### src/rtl/bcd_xs3_seq_converter.sv
// ---------------------------------------------------------------------------
// bcd_xs3_seq_converter
//
// Sequential multi-digit BCD <-> Excess-3 converter. It accepts one word of
// DIGITS packed 4-bit digits over a valid/ready handshake. The word is then
// converted one digit per clock, least-significant digit first. The result
// is presented over a second valid/ready handshake.
//
// Ports
//   clk        system clock, rising edge
//   rst        synchronous, active-high reset
//   in_valid   in_data / in_mode are valid
//   in_ready   block can accept a word (high only while idle)
//   in_data    packed digits, digit i = in_data[4i+3:4i]
//   in_mode    0 = BCD -> XS3, 1 = XS3 -> BCD
//   out_valid  out_data / out_err are valid
//   out_ready  downstream accepts the result
//   out_data   converted digits, same packing as in_data
//   out_err    bit i set = digit i was out of range (its data forced to 4'hF)
//   busy       converter is not idle
// ---------------------------------------------------------------------------
module bcd_xs3_seq_converter #(
    parameter int DIGITS = 4
) (
    input  logic                  clk,
    input  logic                  rst,
    input  logic                  in_valid,
    output logic                  in_ready,
    input  logic [4*DIGITS-1:0]   in_data,
    input  logic                  in_mode,
    output logic                  out_valid,
    input  logic                  out_ready,
    output logic [4*DIGITS-1:0]   out_data,
    output logic [DIGITS-1:0]     out_err,
    output logic                  busy
);

    localparam int IDX_W = (DIGITS > 1) ? $clog2(DIGITS) : 1;
    localparam logic [IDX_W-1:0] LAST_IDX = IDX_W'(DIGITS - 1);

    localparam logic [1:0] IDLE = 2'd0;
    localparam logic [1:0] CONV = 2'd1;
    localparam logic [1:0] DONE = 2'd2;

    // Converts one digit. The return value is {err, result}. An out-of-range
    // digit yields result 4'hF with err set.
    function automatic logic [4:0] conv_digit(input logic [3:0] d, input logic mode);
        logic [4:0] r;
        if (mode == 1'b0) begin
            if (d <= 4'd9) begin
                r = {1'b0, d + 4'd3};
            end else begin
                r = {1'b1, 4'hF};
            end
        end else begin
            if ((d >= 4'd3) && (d <= 4'd12)) begin
                r = {1'b0, d - 4'd3};
            end else begin
                r = {1'b1, 4'hF};
            end
        end
        return r;
    endfunction

    logic [1:0]            state_r;
    logic [1:0]            state_nxt_s;
    logic [IDX_W-1:0]      idx_r;
    logic [4*DIGITS-1:0]   data_r;
    logic                  mode_r;
    logic [4*DIGITS-1:0]   out_data_r;
    logic [DIGITS-1:0]     out_err_r;
    logic                  out_valid_r;
    logic                  busy_r;
    logic [3:0]            cur_digit_s;
    logic [4:0]            conv_s;

    assign in_ready  = (state_r == IDLE);
    assign out_valid = out_valid_r;
    assign out_data  = out_data_r;
    assign out_err   = out_err_r;
    assign busy      = busy_r;

    // Selects the held digit addressed by idx_r and converts it.
    always_comb begin
        cur_digit_s = 4'd0;
        for (int i = 0; i < DIGITS; i++) begin
            cur_digit_s = cur_digit_s | (data_r[4*i +: 4] & {4{idx_r == IDX_W'(i)}});
        end
        conv_s = conv_digit(cur_digit_s, mode_r);
    end

    // Next-state logic for the IDLE -> CONV -> DONE sequence.
    always_comb begin
        state_nxt_s = state_r;
        case (state_r)
            IDLE: begin
                if (in_valid) begin
                    state_nxt_s = CONV;
                end else begin
                    state_nxt_s = IDLE;
                end
            end
            CONV: begin
                if (idx_r == LAST_IDX) begin
                    state_nxt_s = DONE;
                end else begin
                    state_nxt_s = CONV;
                end
            end
            DONE: begin
                if (out_ready) begin
                    state_nxt_s = IDLE;
                end else begin
                    state_nxt_s = DONE;
                end
            end
            default: begin
                state_nxt_s = IDLE;
            end
        endcase
    end

    // State register. out_valid and busy are registered from the next state,
    // so they line up exactly with the state they describe.
    always_ff @(posedge clk) begin
        if (rst) begin
            state_r     <= IDLE;
            out_valid_r <= 1'b0;
            busy_r      <= 1'b0;
        end else begin
            state_r     <= state_nxt_s;
            out_valid_r <= (state_nxt_s == DONE);
            busy_r      <= (state_nxt_s != IDLE);
        end
    end

    // Datapath. The word and mode are captured only at acceptance. Each CONV
    // cycle writes one result digit. idx stops at the last digit instead of
    // wrapping.
    always_ff @(posedge clk) begin
        if (rst) begin
            idx_r      <= '0;
            data_r     <= '0;
            mode_r     <= 1'b0;
            out_data_r <= '0;
            out_err_r  <= '0;
        end else begin
            case (state_r)
                IDLE: begin
                    if (in_valid) begin
                        data_r     <= in_data;
                        mode_r     <= in_mode;
                        idx_r      <= '0;
                        out_data_r <= '0;
                        out_err_r  <= '0;
                    end
                end
                CONV: begin
                    for (int i = 0; i < DIGITS; i++) begin
                        if (idx_r == IDX_W'(i)) begin
                            out_data_r[4*i +: 4] <= conv_s[3:0];
                            out_err_r[i]         <= conv_s[4];
                        end
                    end
                    if (idx_r != LAST_IDX) begin
                        idx_r <= idx_r + IDX_W'(1);
                    end
                end
                DONE: begin
                    idx_r <= idx_r;
                end
                default: begin
                    idx_r <= '0;
                end
            endcase
        end
    end

endmodule

### config.mk
export PLATFORM = sky130hd
export DESIGN_NAME = bcd_xs3_seq_converter
export DESIGN_NICKNAME = d
export VERILOG_FILES = /design/src/rtl/bcd_xs3_seq_converter.sv
export SDC_FILE = /design/constraint.sdc
export NUM_CORES = 1
export LEC_CHECK = 0
export ABC_CLOCK_PERIOD_IN_PS = 3600
export CAP_MARGIN = 0
export CORE_ASPECT_RATIO = 0.9
export CORE_MARGIN = 5
export CORE_UTILIZATION = 29
export DETAILED_ROUTE_END_ITERATION = 10
export SLEW_MARGIN = 20
export SYNTH_ARGS = -nofsm -noshare
export SYNTH_HDL_FRONTEND = slang
export SYNTH_SLANG_ARGS = --single-unit
### constraint.sdc
create_clock -name clk -period 3.6 [get_ports clk]
set_input_delay 0.72 -clock clk [delete_from_list [all_inputs] [get_ports clk]]
set_output_delay 0.72 -clock clk [all_outputs]
set_load 0.005 [all_outputs]
==> impl_metrics.tcl, run 1 <==
set metrics [dict create \
    critPathLaunchType "flop" \
    synth_nets 250 \
    crit_fanout 9 \
    m1WireLength_microns 2240 \
    cp-startpoint "idx_r[0]" \
    clock_latency_ns 0.29 \
    postCtsSetupRepairBufs 0 \
    crit_end "out_data[1]" \
    synth_cells 222 \
    antenna_found_initial 0 \
    hold-path-cell-count 2 \
    cts_hold_buf 0 \
    first_pass_iters 4 \
    synth_top_area_frac 0.438 \
    die_area_sq_mm 0.00852 \
    reg2reg_from "idx_r[0]" \
    synth_flop_cell "dfxtp_1" \
    synth_edf_count 0 \
    power.static_leakage_nw 0.953 \
    io_buffer_count 43 \
    die_x_microns 96.7 \
    n_antenna_cell 0 \
    cpMaxStageDelayCell "a221oi_1" \
    nNetsFinal 285 \
    rsz0062_at_grt "no" \
    initial_core_util 0.298 \
    synth_most_common_cell "dfxtp_1" \
    syn-cell-area_sq_mm 0.00196 \
    vdd_drop_max_v 0.000152 \
    powerDensity_mw_per_mm2 381 \
    finalSetupViolCount 0 \
    core.rowCount 28 \
    numCtsBuffers 5 \
    synth_warnings 0 \
    status "completed" \
    fmax_mhz 340 \
    seqCellArea_sq_um 861 \
    critPathRequiredTime_ns 3.84 \
    cts.sinks 43 \
    hpwl_microns 3490 \
    report.final.hold_viol_count 0 \
    fin_crit_ns 2.94 \
    synth_common_cells "dfxtp_1, nand2_1, a21oi_1" \
    finClkSkew_ns 0.00483 \
    cts_resized 0 \
    cts.reportedPaths.clkPinSlew_ns 0.08 \
    r2r_setup_slack_ns 0.66 \
    wirelength_microns 4610 \
    grt_first_pass_wirelength_microns 7800 \
    crit_type "flop to flop" \
    clockBufferDepth 2 \
    avgSynthCellArea_sq_um 8.84 \
    synth_seq_cells 43 \
    ant_nets 0 \
    fillerInstances 702 \
    async_flop_share 0 \
    grt_overflow 0 \
    multiInputGateArea_sq_um 995 \
    hold_slack_ns 0.470 \
    maxUsedRoutingLayer "met4" \
    grt_pass1_vias 1656 \
    tightestPinTransition_ns 0.675 \
    maxCapViolCount 0 \
    period_share 0.818 \
    tns_ns 0 \
    dieHeight_microns 88.1 \
    crit_chain "inv_1 -> ha_1 -> a22o_1 -> a221oi_4 -> inv_1 -> ha_1 -> nor3_2 -> o2bb2ai_1 -> a221oi_1 -> a22o_1" \
    routed-via-count 1658 \
    tritoncts "yes" \
    timing.rr.end "out_data[1]" \
    syn_to_final_growth_pct 27.9 \
    wl_per_cell_microns 13.3 \
    slew_headroom 0.550 \
    arrival_ns 3.18 \
    r2r_cells 10 \
    wl_met3_microns 255 \
    met2_length_microns 2110 \
    first_iter_violations 175 \
    drt-vias-per-instance 4.76 \
    grt_max_degree 35 \
    ctsHtreeMaxLevel 2 \
    slowest_delay_ns 0.59 \
    track_usage 0.110 \
    top_level_ports 44 \
    cts_root_buf "clkbuf_8" \
    coreArea_sq_mm 0.00659 \
    place_congestion 0.887 \
    drc 0 \
    slew_violations 0 \
    yosysUniqueCellTypes 44 \
    drive_gt1_frac 0.0543 \
    synth_top_cells_by_area "dfxtp_1, nand2_1, a21oi_1, a22o_1, ha_1" \
    hold_path_class "flop to flop" \
    seq_area_frac_synth 0.438 \
    cp-end-kind "flop" \
    yosys.area.top_type "dfxtp_1" \
]
-- through the flow --
step                power (mW)  instances  instance area, sq um   util  setup slack (ns)
global route              1.00        348                  2510  0.381             0.435
floorplan                0.611        222                  1960      -             0.999
finish                   0.956        348                  2510  0.381             0.657
detailed placement       0.674        340                  2430  0.369             0.687
CTS                      0.966        348                  2510  0.381             0.671
global placement         0.671        340                  2430  0.369             0.790
-- layout by cell type, fill, tap and decap left out, types with 2 or more instances in the layout --
cell             count
a21o_1               6
a21oi_1             26
a22o_1              12
a22oi_1              7
a22oi_2              2
a32o_1               3
and2_1               2
and3_1               3
clkbuf_1             2
clkbuf_8             5
clkdlybuf4s50_1     43
dfxtp_1             43
ha_1                 7
inv_1                6
nand2_1             40
nand2b_1             2
nand3_1              3
nor2_1              11
nor2b_1              3
nor3_1               2
nor3b_1              6
o211ai_1             2
-- critical path: cells and delay by family, from the launching register on --
kind,cells,cell delay [ns]
flip-flops,1,0.43
AO/OA/AOI/OAI,5,1.52
buffers and inverters,2,0.17
adder cells (fa/ha/maj),2,0.59
AND/OR/NAND/NOR,1,0.18
-- how the worst min path moves through the flow --
stage	start	to	slack, ns
after floorplan	data_r[0]	data_r[0]	0.44
after global placement	data_r[4]	data_r[4]	0.45
after detailed placement	data_r[4]	data_r[4]	0.46
after CTS	data_r[4]	data_r[4]	0.47
after global routing	data_r[11]	data_r[11]	0.49
final	data_r[12]	data_r[12]	0.47
-- registers in the layout, indices dropped and copies added, names as in the netlist --
register / count
busy: 1
data_r: 16
idx_r: 2
mode_r: 1
out_data: 16
out_err: 4
out_valid: 1
state_r: 2
-- where the power goes --
part	switching, mW	internal, mW	total, mW
sequential	0.0166	0.497	0.514
combinational	0.0743	0.0727	0.147
clock	0.159	0.136	0.295
total	0.250	0.706	0.956
-- per-layer routing --
layer	vias up	global-route usage
met5	-	0
met4	0	0.0191
met3	2	0.0422
met2	37	0.185
met1	760	0.138
li1	859	-
-- cell families (layout without fill, tap and decap cells) --
kind of cell / after synthesis / count (layout) / share of synthesized area
buf+inv: 22 / 58 / 0.0548
xor+xnor: 1 / 1 / 0.00446
compound gates: 71 / 71 / 0.266
fa+ha+maj: 7 / 7 / 0.0446
mux: 1 / 1 / 0.00574
simple gates: 77 / 77 / 0.185
flops: 43 / 43 / 0.438
-- layout make-up --
type,count,share of cell area
clock buffer,7,0.0304
inverter,6,0.00897
multi-input combinational,157,0.396
clock inverter,1,0.00199
tap,90,0.0449
sequential,43,0.343
timing repair buffer,44,0.174
No activity file was read; power rests on OpenSTA's default activity.
==> run 2: changes to the inputs <==
Settings changed: ABC_CLOCK_PERIOD_IN_PS 3600 to 2590.
Clock period 3.6 ns to 2.59 ns, I/O delays scaled along.
==> run 2 against run 1 <==
Die area is the same. Non-clock buffer count increased by 9. Via count grew 4.0%. Hold slack worse by 0.0048 ns. Sequential power is 39% higher. Routed wire length grew 4.7%. Total power is 43% higher. Sequential share of layout area down 1.5 points.
==> impl_metrics.tcl, run 2 (synthesis gave the netlist of run 1 again) <==
set metrics [dict create \
    status "completed" \
    stdcell_count 356 \
    n_antenna_cell 0 \
    postCtsSetupRepairBufs 0 \
    routed-via-count 1725 \
    cts.sinks 43 \
    place_congestion 0.860 \
    hold-path-cell-count 2 \
    first_iter_violations 90 \
    drive_gt1_frac 0.128 \
    report.final.hold_viol_count 0 \
    setup_ws_ns 0.0933 \
    die_area_sq_mm 0.00852 \
    track_usage 0.120 \
    dp_slack_ns -0.0786 \
    slowest_delay_ns 0.54 \
    place_area_sq_mm 0.00250 \
    crit_chain "inv_1 -> ha_2 -> a22o_1 -> a221oi_4 -> inv_1 -> ha_4 -> nor3_4 -> o2bb2ai_2 -> or4_4 -> a21oi_2" \
    vdd_drop_max_v 0.000168 \
    syn_to_final_growth_pct 34.3 \
    fin_crit_ns 2.50 \
    grt_max_degree 35 \
    top_level_ports 44 \
    tightestPinTransition_ns 0.542 \
    fmax_mhz 401 \
    ant_nets 0 \
    slew_violations 0 \
    hold_path_class "flop to flop" \
    antenna_found_initial 0 \
    tritoncts "yes" \
    first_pass_iters 4 \
    period_share 0.964 \
    cp-end-kind "flop" \
    ctsHtreeMaxLevel 2 \
    coreArea_sq_mm 0.00659 \
    reg2reg_from "idx_r[0]" \
    numCtsBuffers 5 \
    wl_per_cell_microns 13.6 \
    critPathLaunchType "flop" \
    cpMostUsedCell "inv_1" \
    hpwl_microns 3570 \
    critPathRequiredTime_ns 2.82 \
    io_buffer_count 43 \
    finClkSkew_ns 0.00895 \
    grt_pass1_vias 1728 \
    hold_path_end "data_r[0]" \
    layout_common_cells "clkdlybuf4s50_1, dfxtp_1, nand2_1" \
    slew_headroom 0.638 \
    cts.reportedPaths.clkPinSlew_ns 0.08 \
    wirelength_microns 4830 \
    r2r_setup_slack_ns 0.09 \
    arrival_ns 2.73 \
    hp-start "data_r[0]" \
    grt_first_pass_wirelength_microns 8310 \
    r2r_cells 10 \
    clockBufferDepth 2 \
    core.rowCount 28 \
    layout_commonest_cell "clkdlybuf4s50_1" \
    drt-vias-per-instance 4.85 \
    crit_fanout 5 \
    timing.rr.end "out_err[3]" \
    drc 0 \
    clock_latency_ns 0.30 \
    dieHeight_microns 88.1 \
    initial_core_util 0.298 \
    cpMaxStageDelayCell "or4_4" \
    crit_type "flop to flop" \
    grt_overflow 0 \
    maxCapViolCount 0 \
    powerDensity_mw_per_mm2 519 \
    fillerInstances 702 \
    die_x_microns 96.7 \
    post-route-util 0.400 \
    cts_root_buf "clkbuf_8" \
    dp.cells 349 \
    power.static_leakage_nw 1.01 \
    final_area_sq_mm 0.00264 \
    nNetsFinal 294 \
    finalSetupViolCount 0 \
]
run 2: layer usage:
layer | global-route usage | wire length, microns | vias up
met2 | 0.192 | 2250 | 46
met4 | 0.0485 | 131 | 0
met1 | 0.150 | 2150 | 787
met5 | 0 | 0 | -
li1 | - | - | 879
met3 | 0.0398 | 290 | 13
run 2: power breakdown:
group          internal, mW  switching (mW)  total, mW
sequential            0.691          0.0233      0.714
combinational         0.113           0.112      0.226
clock                 0.209           0.220      0.430
total                  1.01           0.356       1.37
run 2: cell type report:
cell class | instances | area, sq um | share of cell area
inverters | 6 | 22.5 | 0.00854
clock buffers | 6 | 82.6 | 0.0313
well taps | 90 | 113 | 0.0427
flip-flops and latches | 43 | 866 | 0.328
multi-input cells | 157 | 1040 | 0.395
repair buffers | 53 | 505 | 0.192
clock inverters | 1 | 5.00 | 0.00190
run 2: stage by stage:
step / setup TNS (ns) / power, mW / hold WS [ns]
floorplan: 0 / 0.850 / 0.436
global placement: 0 / 0.943 / 0.451
detailed placement: -0.303 / 0.946 / 0.452
CTS: 0 / 1.38 / 0.463
global route: -0.167 / 1.45 / 0.495
finish: 0 / 1.37 / 0.466
run 2: how the worst max path moves through the flow:
stage	slack [ns]	start	end
2_1_floorplan	0.04	idx_r[0]	out_err[3]
3_3_place_gp	0.05	idx_r[0]	out_data[5]
3_5_place_dp	-0.08	idx_r[0]	out_data[13]
4_1_cts	0.01	idx_r[0]	out_err[3]
5_1_grt	-0.04	idx_r[0]	out_err[3]
6_report	0.09	idx_r[0]	out_err[3]
run 2: repair_timing:
item | 4_1_cts | 5_1_grt
resized for setup | 3 | 11
setup endpoints to repair | 6 | 11
endpoints found under the hold margin | 0 | 0
hold buffers | 0 | 0
pin swaps | 1 | 1
run 2: critical path: cells and delay by family, from the launching register on:
kind	cells	cell delay (ns)
compound gates	4	0.73
fa+ha+maj	2	0.39
buf+inv	2	0.17
flops	1	0.37
simple gates	2	0.77
==> run 3: changes to the inputs <==
Settings changed: PLACE_DENSITY_LB_ADDON set to 0.25.
==> run 3 against run 2 <==
Critical path depth unchanged. First-iteration DRC count fell by 10%. Flip-flop and latch count did not move. Critical path type unchanged. Utilization about the same. Highest routed layer unchanged. Clock skew down 0.0017 ns. Global-route usage hardly changed. Register-to-register slack gained 0.04 ns.
==> impl_metrics.tcl, run 3 (synthesis gave the netlist of run 1 again) <==
set metrics [dict create \
    grt_overflow 0 \
    timing.rr.end "out_err[3]" \
    powerDensity_mw_per_mm2 513 \
    power.static_leakage_nw 1.03 \
    vdd_drop_max_v 0.000211 \
    layout_common_cells "clkdlybuf4s50_1, dfxtp_1, nand2_1" \
    critPathTopFamily "compound AO/OA/AOI/OAI gates" \
    cts_hold_buf 0 \
    tightestPinTransition_ns 0.531 \
    cpMaxStageDelayCell "or4_4" \
    period_share 0.948 \
    hold-path-cell-count 2 \
    layout_commonest_cell "clkdlybuf4s50_1" \
    die_area_sq_mm 0.00852 \
    critPathLaunchType "flop" \
    crit_chain "inv_1 -> ha_1 -> a22o_1 -> a221oi_4 -> inv_1 -> ha_2 -> nor3_2 -> o2bb2ai_2 -> or4_4 -> a21oi_1" \
    top_level_ports 44 \
    cts.sinks 43 \
    cp-end-kind "flop" \
    report.final.hold_viol_count 0 \
    ant_nets 0 \
    post-route-util 0.400 \
    place_congestion 0.796 \
    ctsHtreeMaxLevel 2 \
    setup_ws_ns 0.135 \
    fin_crit_ns 2.45 \
    critPathRequiredTime_ns 2.82 \
    tritoncts "yes" \
    finalSetupViolCount 0 \
    wirelength_microns 4950 \
    first_iter_violations 81 \
    routed-via-count 1741 \
    numCtsBuffers 5 \
    cpMostUsedCell "inv_1" \
    initial_core_util 0.298 \
    slowest_delay_ns 0.53 \
    arrival_ns 2.68 \
    die_x_microns 96.7 \
    slew_violations 0 \
    nNetsFinal 298 \
    grt_first_pass_wirelength_microns 8240 \
    io_buffer_count 43 \
    cts.reportedPaths.clkPinSlew_ns 0.08 \
    crit_fanout 5 \
    maxCapViolCount 0 \
    wl_per_cell_microns 13.7 \
    hold_path_class "flop to flop" \
    r2r_setup_slack_ns 0.14 \
    n_antenna_cell 0 \
    grt_max_degree 35 \
    antenna_found_initial 0 \
    drt-vias-per-instance 4.82 \
    fmax_mhz 407 \
    core.rowCount 28 \
    hold_path_end "data_r[0]" \
    clock_latency_ns 0.29 \
    hpwl_microns 3790 \
    postCtsSetupRepairBufs 0 \
    dp_slack_ns 0.00929 \
    clockBufferDepth 2 \
    cts_root_buf "clkbuf_8" \
    drc 0 \
    finClkSkew_ns 0.00727 \
    reg2reg_from "idx_r[0]" \
    syn_to_final_growth_pct 34.4 \
    r2r_cells 10 \
    coreArea_sq_mm 0.00659 \
    drive_gt1_frac 0.129 \
    slew_headroom 0.645 \
    hp-start "data_r[0]" \
    dieHeight_microns 88.1 \
    first_pass_iters 4 \
    crit_type "flop to flop" \
    status "completed" \
    track_usage 0.120 \
    critPathBufInv 2 \
    grt_pass1_vias 1692 \
]
run 3: per-stage QoR:
stage          instance area [sq um]  cells  hold WS, ns   TNS, ns  total power, mW
2_1_floorplan                   1960    222        0.436         0            0.850
3_3_place_gp                    2530    353        0.454         0            0.956
3_5_place_dp                    2530    353        0.456         0            0.956
4_1_cts                         2610    361        0.469  -0.00909             1.36
5_1_grt                         2640    361        0.492  -0.00296             1.43
6_report                        2640    361        0.463         0             1.35
run 3: how the worst max path moves through the flow:
stage | startpoint | to | cells after the start
2_1_floorplan | idx_r[0] | out_err[3] | 11
3_3_place_gp | idx_r[1] | out_err[3] | 10
3_5_place_dp | idx_r[1] | out_data[5] | 10
4_1_cts | idx_r[0] | out_data[5] | 10
5_1_grt | idx_r[0] | out_err[3] | 10
6_report | idx_r[0] | out_err[3] | 10
run 3: report_power, final:
part / internal (mW) / leakage (nW) / switching (mW) / total, mW
logic: 0.118 / 0.632 / 0.111 / 0.230
registers: 0.691 / 0.352 / 0.0246 / 0.715
clock network: 0.189 / 0.0422 / 0.219 / 0.409
total: 0.998 / 1.03 / 0.355 / 1.35
run 3: area by class of cell:
cell class	instances	area, sq um
Clock inverter	1	5.00
Tap cell	90	113
Clock buffer	7	76.3
Fill cell	715	3950
Sequential cell	43	866
Inverter	6	22.5
Timing Repair Buffer	57	536
Multi-Input combinational cell	157	1020
run 3: timing repair:
item                       in CTS  in global routing
pin swaps                       0                  1
gates cloned                    0                  0
setup endpoints to repair       4                 12
gates resized for setup         1                  9
run 3: layer usage:
metal,GRT usage,vias to the layer above,wire [microns],part of all wire
li1,-,886,-,-
met1,0.165,816,2470,0.50
met2,0.184,34,2200,0.44
met3,0.0295,5,212,0.043
met4,0.0421,0,63,0.013
met5,0,-,0,0
run 3: worst register-to-register path, cell delays in order (launching register included):
cell	delay (ns)
dfxtp_4	0.38
inv_1	0.06
ha_1	0.22
a22o_1	0.26
a221oi_4	0.20
inv_1	0.07
ha_2	0.21
nor3_2	0.20
o2bb2ai_2	0.11
or4_4	0.53
a21oi_1	0.15
